$ cat config.mk
export PLATFORM = sky130hd
export DESIGN_NAME = timer_arbiter
export DESIGN_NICKNAME = d
export VERILOG_FILES = /design/src/rtl/timer_arbiter.sv
export SDC_FILE = /design/constraint.sdc
export NUM_CORES = 1
export LEC_CHECK = 0
export ABC_AREA = 1
export ABC_CLOCK_PERIOD_IN_PS = 4450
export CORE_ASPECT_RATIO = 0.5
export CORE_MARGIN = 10
export CORE_UTILIZATION = 53
export CTS_BUF_LIST = sky130_fd_sc_hd__clkbuf_16
export CTS_CLUSTER_SIZE = 12
export DETAILED_ROUTE_END_ITERATION = 8
export PLACE_DENSITY = 0.95
export SYNTH_ARGS = -nofsm -noshare
export SYNTH_HDL_FRONTEND = slang
export SYNTH_SLANG_ARGS = --single-unit
$ cat constraint.sdc
create_clock -name clk -period 4.45 [get_ports clk]
set_clock_uncertainty 0.2 [all_clocks]
set_input_delay 1.1125 -clock clk [delete_from_list [all_inputs] [get_ports clk]]
set_output_delay 1.1125 -clock clk [all_outputs]
set_load 0.05 [all_outputs]
$ cat src/rtl/timer_arbiter.sv
// Round-robin arbiter that lends one shared interval counter to NUM_REQ requesters.
// The owner keeps the counter for its latched length, or until it drops its request.
module timer_arbiter #(
   parameter int NUM_REQ = 4,
   parameter int SIZE    = 10
) (
   input  logic                    clk,
   input  logic                    reset,
   input  logic [NUM_REQ-1:0]      req,
   input  logic [NUM_REQ*SIZE-1:0] req_len,
   output logic [NUM_REQ-1:0]      grant,
   output logic [NUM_REQ-1:0]      done,
   output logic                    busy,
   output logic [SIZE-1:0]         count
);

   localparam int IDX_W = (NUM_REQ > 1) ? $clog2(NUM_REQ) : 1;

   typedef enum logic [1:0] {
      IDLE,
      RUN,
      DONE
   } state_t;

   state_t           state;
   logic [IDX_W-1:0] last;
   logic [IDX_W-1:0] owner;
   logic [SIZE-1:0]  len_eff;

   logic [IDX_W-1:0] win_idx;
   logic [IDX_W-1:0] cand;
   logic             win_valid;
   logic [SIZE-1:0]  win_len;
   logic [SIZE-1:0]  len_arr [NUM_REQ];

   for (genvar i = 0; i < NUM_REQ; i++) begin : g_len
      assign len_arr[i] = req_len[i*SIZE +: SIZE];
   end

   // Scan from the slot after the previous owner so every requester gets a turn.
   always_comb begin
      // NOTE: every output of this block gets a default first, so no path leaves it unassigned and no latch is inferred.
      win_valid = 1'b0;
      win_idx   = last;
      cand      = '0;
      for (int k = 1; k <= NUM_REQ; k++) begin
         cand = IDX_W'((int'(last) + k) % NUM_REQ);
         if (!win_valid && req[cand]) begin
            win_valid = 1'b1;
            win_idx   = cand;
         end
      end
   end

   assign win_len = len_arr[win_idx];

   // NOTE: sequential state uses non-blocking assignments so every register sees pre-edge values.
   always_ff @(posedge clk or negedge reset) begin
      if (!reset) begin
         state   <= IDLE;
         last    <= IDX_W'(NUM_REQ - 1);
         owner   <= '0;
         len_eff <= '0;
         grant   <= '0;
         done    <= '0;
         busy    <= 1'b0;
         count   <= '0;
      end else begin
         case (state)
            IDLE: begin
               done <= '0;
               if (win_valid) begin
                  state   <= RUN;
                  owner   <= win_idx;
                  last    <= win_idx;
                  // A zero length still gives the winner one counting cycle.
                  len_eff <= (win_len == '0) ? SIZE'(1) : win_len;
                  grant   <= NUM_REQ'(1) << win_idx;
                  busy    <= 1'b1;
                  count   <= '0;
               end
            end
            RUN: begin
               // Abort takes priority over completion when both land on the same cycle.
               if (!req[owner]) begin
                  state <= IDLE;
                  grant <= '0;
                  busy  <= 1'b0;
                  count <= '0;
               end else if (count == len_eff - SIZE'(1)) begin
                  state <= DONE;
                  grant <= '0;
                  done  <= NUM_REQ'(1) << owner;
                  count <= '0;
               end else begin
                  count <= count + SIZE'(1);
               end
            end
            DONE: begin
               state <= IDLE;
               done  <= '0;
               busy  <= 1'b0;
            end
            default: begin
               state <= IDLE;
               grant <= '0;
               done  <= '0;
               busy  <= 1'b0;
               count <= '0;
            end
         endcase
      end
   end

endmodule

==> run_results.csv, run 1 <==
group,metric,value,unit
outcome,status,"finished, final reports clean",
sta,max-slew-margin-rel,0.610,
sta,post-route-period-util,0.736,
floorplan,coreArea,4490,um^2
detailed_routing,wl_per_cell,14.0,um
pwr,seqPwrFrac,0.210,
clock_network,cts_buffer_depth,2,
logic_synthesis,synthAdderAreaFrac,0.00992,
logic_synthesis,synth_seq_cells,35,
logic_synthesis,synth_common_cells,"146 x nand2_1, 37 x nand3_1, 33 x dfrtp_1, 33 x nor2_1, 31 x inv_1",
logic_synthesis,synth_nets,428,
pwr,p_sw_frac,0.541,
sta,setup_viol,0,
pwr,ir_worst_vdd,473,uV
clock_network,clk_latency,280,ps
clock_network,cts_buffers,5,
logic_synthesis,synthXorXnorAreaFrac,0.0486,
grt,met2_usage,0.303,
sta,setup_ws,1170,ps
sta,slew_violations,0,
floorplan,die_y,68.8,um
clock_network,cts_setup_buffers,0,
logic_synthesis,avgSynthCellArea,6.64,um^2
clock_network,clock-sinks,35,
final_layout,finalNonFillerCells,510,
detailed_routing,drtIter0Drc,203,
placed_design,hpwlAfterDp,5450,um
clock_network,ctsHoldBuffers,0,
clock_network,htree_levels,2,
logic_synthesis,ys_warn_count,0,
sta,rsz0062_at_grt,"false",
placed_design,placed_cells,502,
final_layout,seq_area,878,um^2
grt,grtUsageMet1,0.210,
run,cap_violations,0,
clock_network,cts_tree,"done",
final_layout,area_growth,31.8,%
floorplan,floorplan.initialDensity,0.562,
logic_synthesis,yosys.area.top_type_share,0.327,
final_layout,diodes,0,
logic_synthesis,async_flop_share,1.00,
final_layout,drive_gt1_frac,0.0721,
sta,finalHoldViolCount,0,
detailed_routing,antenna_left,0,
clock_network,cts_root_buffer,"clkbuf_16",
logic_synthesis,synth_compound_area_frac,0.0744,
logic_synthesis,synth_cells,380,
pwr,p_clk_frac,0.134,
worst_setup_path,cp_max_fo,13,
grt,globalRouteTotalUtil,0.179,
logic_synthesis,synth_edf_count,0,
grt,busiest_layer,"met2",
floorplan,die_x,118,um
worst_setup_path,cp.required,4470,ps
sta,fmax,305,MHz
grt,grt_use_met3,0.0607,
worst_setup_path,cp.arrival,3290,ps
detailed_routing,vias,2712,
logic_synthesis,synth_cell_type_count,33,
detailed_routing,dr.pass1.iters,4,
worst_setup_path,end_kind,"flip-flop",
pwr,combinationalPowerShare,0.656,
logic_synthesis,synthMuxAreaShare,0.00397,
grt,grt_pass1_vias,2607,
pwr,p_switching,1.36,mW
placed_design,io_buffers,64,
detailed_routing,routed_wl,7140,um
logic_synthesis,ys.flop_type,"dfrtp_1",
grt,grt_max_degree,36,
grt,grt_first_pass_wirelength,12000,um
sta,holdWs,299,ps
floorplan,num_rows,17,
sta,final.setup.tns,0,ps
logic_synthesis,ys_seq_area_frac,0.348,
logic_synthesis,synth_largest_area_cell,"dfrtp_1",
logic_synthesis,synth.most_common_cell,"nand2_1",
pwr,p_int,1.15,mW
final_layout,fillers,338,
floorplan,io_pins,65,
sta,worstMarginPinSlew,584,ps
grt,antenna_found_initial,0,
final_layout,multi_input_area,1430,um^2
logic_synthesis,synthSimpleGateAreaFrac,0.431,
pwr,powerDensity,754,nW/um^2
detailed_routing,vias_per_cell,5.32,
placed_design,place_congestion,0.920,
worst_setup_path,crit_type,"in2reg",
sta,finalCriticalPeriod,3280,ps
detailed_routing,drcViolationCount,0,
placed_design,post-place-ws,930,ps
final_layout,fin_nets,491,
worst_setup_path,start_kind,"primary input",
hold_path,hold_class,"reg2reg",
clock_network,cts.reportedPaths.clkPinSlew,60,ps
floorplan,die_area,8090,um^2
logic_synthesis,netlist_area,2520,um^2
logic_synthesis,ys_top_cells_by_area,"dfrtp_1 33%, nand2_1 22%, nand3_1 7.3%",
clock_network,postCtsResizedCells,0,
pwr,leakage,1.64,nW
grt,gr-total-overflow,0,
logic_synthesis,synth_top_family_by_area,"simple AND/OR/NAND/NOR gates",
## state kept, by name, indices dropped and copies added (netlist names)
register  cells
count        10
len_eff      10
done          4
grant         4
last          2
owner         2
state         2
busy          1
## area by class of cell
class / count / share of cell area
clock inverter: 3 / 0.00602
tap: 66 / 0.0248
sequential: 35 / 0.264
inverter: 34 / 0.0414
timing repair buffer: 65 / 0.195
multi-input combinational: 302 / 0.431
clock buffer: 5 / 0.0376
## through the flow
stage	util	power, mW	cell area, um^2
6_report	0.741	2.51	3330
5_1_grt	0.741	2.76	3330
4_1_cts	0.741	2.49	3330
3_5_place_dp	0.709	2.13	3180
3_3_place_gp	0.709	2.07	3180
2_1_floorplan	-	1.86	2520
## power groups by stage
| stage | logic, mW | registers [mW] | clock network, mW |
|---|---|---|---|
| 2_1_floorplan | 1.30 | 0.557 | 0 |
| 3_3_place_gp | 1.55 | 0.520 | 0 |
| 3_5_place_dp | 1.60 | 0.525 | 0 |
| 4_1_cts | 1.63 | 0.523 | 0.337 |
| 5_1_grt | 1.86 | 0.538 | 0.354 |
| 6_report | 1.64 | 0.526 | 0.336 |
## cells in the final DEF, fill, tap and decap left out, types with 2 or more instances in the layout
cell type / Yosys / final
nand3_1: 37 / 37
nand2_2: 12 / 12
a21oi_1: 6 / 6
inv_1: 31 / 31
nand2_4: 4 / 4
nor2_1: 33 / 33
nand4_1: 4 / 4
o21ai_1: 5 / 5
dfrtp_1: 33 / 33
dfstp_2: 2 / 2
nor3_1: 8 / 8
nand3_2: 2 / 2
ha_1: 2 / 2
nand2_1: 146 / 146
clkdlybuf4s50_1: 0 / 64
clkbuf_16: 0 / 5
o21ai_0: 18 / 18
a31oi_1: 2 / 2
xor2_1: 13 / 13
## critical path, cell delays in order
cell and delay, ps:
clkdlybuf4s50_1 540, nand2_1 100, nand3_1 110, nand2_2 110, o21ai_0 190, nand3_1 100
nand2_2 200, inv_1 230, nand2_1 100, nand2_1 90, nor2_1 130, nand3_1 80
nor2_1 80, nor2_1 50, nor2_1 70
## final timing paths
check | startpoint | endpoint | slack, ps | cells past startpoint
worst min-delay path | grant[1]$_DFFE_PN0P_ | grant[1]$_DFFE_PN0P_ | 300 | 2
worst max-delay path | req[1] | len_eff[0]$_DFFE_PN0P_ | 1170 | 15
max in group asynchronous | reset | last[1]$_DFFE_PN1P_ | 2690 | 2
min in group asynchronous | reset | owner[1]$_DFFE_PN0P_ | 1040 | 2
worst min register to register | grant[1]$_DFFE_PN0P_ | grant[1]$_DFFE_PN0P_ | 300 | 2
worst max register to register | len_eff[0]$_DFFE_PN0P_ | count[3]$_DFFE_PN0P_ | 1680 | 10
## layer usage
layer,vias to the layer above,share of wire
met5,-,0
met4,0,0.021
met3,15,0.080
met2,96,0.47
met1,1270,0.43
li1,1331,-
## cell families after synthesis
| family | count (synthesis) |
|---|---|
| buffers and inverters | 43 |
| flip-flops | 35 |
| AND/OR/NAND/NOR | 250 |
| multiplexers | 1 |
| adder cells (fa/ha/maj) | 2 |
| AO/OA/AOI/OAI | 35 |
| XOR/XNOR | 14 |
No activity file was read; power rests on OpenSTA's default activity.
==> run 2, diff against run 1 <==
--- a/config.mk
+++ b/config.mk
@@ -6,14 +6,14 @@
 export NUM_CORES = 1
 export LEC_CHECK = 0
 export ABC_AREA = 1
-export ABC_CLOCK_PERIOD_IN_PS = 4450
+export ABC_CLOCK_PERIOD_IN_PS = 3000
 export CORE_ASPECT_RATIO = 0.5
 export CORE_MARGIN = 10
-export CORE_UTILIZATION = 53
+export CORE_UTILIZATION = 45
 export CTS_BUF_LIST = sky130_fd_sc_hd__clkbuf_16
 export CTS_CLUSTER_SIZE = 12
 export DETAILED_ROUTE_END_ITERATION = 8
-export PLACE_DENSITY = 0.95
+export PLACE_DENSITY = 0.86
 export SYNTH_ARGS = -nofsm -noshare
 export SYNTH_HDL_FRONTEND = slang
 export SYNTH_SLANG_ARGS = --single-unit
==> constraint.sdc (replaced) <==
create_clock -name clk -period 3 [get_ports clk]
set_clock_uncertainty 0.2 [all_clocks]
set_input_delay 0.75 -clock clk [delete_from_list [all_inputs] [get_ports clk]]
set_output_delay 0.75 -clock clk [all_outputs]
set_load 0.05 [all_outputs]
==> run 2 against run 1 <==
Against the previous run: critical path depth grew 1; hold slack got worse by 11 ps; non-clock buffer count rose by 11.
==> run_results.csv, run 2 (synthesized netlist as in run 1, its figures left out) <==
group,metric,value,unit
outcome,status,"finished, final reports clean",
grt,grt_first_pass_wirelength,11200,um
pwr,seqPwrFrac,0.195,
detailed_routing,wl_met3,539,um
final_layout,drive_gt1_frac,0.0967,
worst_setup_path,crit_type,"in2reg",
clock_network,cts_tree,"done",
clock_network,cts_buffers,5,
detailed_routing,dr.pass1.iters,5,
worst_setup_path,end_kind,"flip-flop",
final_layout,utilization,0.633,
worst_setup_path,start_kind,"primary input",
detailed_routing,wl_met2,2980,um
detailed_routing,routed.top_layer,"met4",
placed_design,hpwlAfterDp,5210,um
worst_setup_path,slowest_stage,"clkdlybuf4s50_1",
clock_network,cts.reportedPaths.clkPinSlew,50,ps
floorplan,floorplan.initialDensity,0.464,
detailed_routing,met1_length,3100,um
grt,grt_pass1_vias,2457,
grt,grt_max_degree,36,
final_layout,fillers,451,
sta,max-slew-margin-rel,0.653,
final_layout,area_growth,36.5,%
sta,worstMarginPinSlew,519,ps
detailed_routing,vias,2606,
sta,slew_violations,0,
sta,fmax,358,MHz
worst_setup_path,crit_chain,"clkdlybuf4s50_1, nand2_1, nand3_1, nand2_2, o21ai_1, nand3_1, nand2_2, clkinvlp_4, buf_6, nand2_1, nand2_1, nor2_1, nand2_1, nor2_1, nor2_1, nor2_1",
hold_path,hold_class,"reg2reg",
detailed_routing,wl_per_cell,12.7,um
grt,globalRouteTotalUtil,0.143,
sta,setup_ws,203,ps
final_layout,final_cell_mix,"146 x nand2_1, 64 x clkdlybuf4s50_1, 37 x nand3_1, 33 x nor2_1, 33 x dfrtp_1",
sta,finalHoldViolCount,0,
pwr,powerDensity,1160,nW/um^2
clock_network,htree_levels,2,
detailed_routing,antenna_left,0,
floorplan,die_x,126,um
clock_network,cts_root_buffer,"clkbuf_16",
floorplan,die_y,73.0,um
run,cap_violations,0,
pwr,p_sw_frac,0.506,
pwr,ir_worst_vdd,681,uV
pwr,p_clk_frac,0.144,
placed_design,placed_cell_area,3250,um^2
sta,post-route-period-util,0.932,
floorplan,io_pins,65,
placed_design,io_buffers,64,
worst_setup_path,cp.arrival,2810,ps
pwr,p_int,1.97,mW
final_layout,layout_commonest_cell,"nand2_1",
worst_setup_path,cpPeakStageDelay,510,ps
grt,gr-total-overflow,0,
final_layout,diodes,0,
pwr,leakage,1.70,nW
detailed_routing,routed_wl,6690,um
pwr,p_switching,2.02,mW
final_layout,reg_top3,"count x10, len_eff x10",
floorplan,num_rows,19,
detailed_routing,drcViolationCount,0,
worst_setup_path,cp.required,3010,ps
grt,antenna_found_initial,0,
floorplan,die_area,9190,um^2
pwr,combinationalPowerShare,0.661,
worst_setup_path,cp_max_fo,8,
clock_network,cts_buffer_depth,2,
final_layout,fin_nets,502,
clock_network,clock-sinks,35,
placed_design,place_congestion,0.931,
detailed_routing,vias_per_cell,4.94,
sta,finalCriticalPeriod,2800,ps
placed_design,post-place-ws,-16.8,ps
clock_network,clk_latency,280,ps
floorplan,coreArea,5440,um^2
sta,setup_viol,0,
final_layout,fin_area,3450,um^2
detailed_routing,drtIter0Drc,189,
## run 2: power by group through the flow
stage	Clock, mW	Sequential (mW)	Combinational [mW]
floorplan	0	0.827	1.93
global placement	0	0.773	2.45
detailed placement	0	0.780	2.49
CTS	0.584	0.774	2.52
global route	0.604	0.797	2.99
finish	0.577	0.777	2.64
## run 2: what timing repair did
action                                  4_1_cts  5_1_grt
gates resized for setup                       0        5
hold buffers                                  0        0
endpoints found under the setup margin        0        1
setup buffers                                 0        3
## run 2: cell type report
type / instances / area [um^2] / share of cell area
clock buffer: 5 / 125 / 0.0363
clock inverter: 3 / 41.3 / 0.0120
inverter: 34 / 141 / 0.0410
sequential: 35 / 878 / 0.255
tap: 73 / 91.3 / 0.0265
multi-input combinational: 302 / 1430 / 0.416
timing repair buffer: 76 / 734 / 0.213
## run 2: critical path: cells and delay by family
kind,cells,cell delay (ps)
AND/OR/NAND/NOR,12,1050
buffers and inverters,3,840
AO/OA/AOI/OAI,1,180
## run 2: through the flow
stage / hold WS [ps] / cells / power [mW] / setup TNS (ps)
global placement: 274 / 517 / 3.22 / 0
floorplan: 254 / 380 / 2.76 / 0
finish: 288 / 528 / 3.99 / 0
detailed placement: 278 / 517 / 3.27 / -16.8
global route: 318 / 528 / 4.40 / -40.4
CTS: 291 / 525 / 3.88 / 0
## run 2: final timing paths
kind,end,slack (ps),from,depth (start not counted)
setup / recovery,len_eff[0]$_DFFE_PN0P_,200,req[1],16
hold / removal,grant[0]$_DFFE_PN0P_,290,grant[0]$_DFFE_PN0P_,2
setup reg to reg,grant[1]$_DFFE_PN0P_,360,len_eff[0]$_DFFE_PN0P_,11
hold reg to reg,grant[0]$_DFFE_PN0P_,290,grant[0]$_DFFE_PN0P_,2
max in group asynchronous,last[1]$_DFFE_PN1P_,1590,reset,2
min in group asynchronous,len_eff[6]$_DFFE_PN0P_,680,reset,2
## run 2: metal layers
metal,vias up,global-route usage
li1,1357,-
met3,8,0.0428
met1,1152,0.183
met5,-,0
met4,0,0.0427
met2,89,0.228
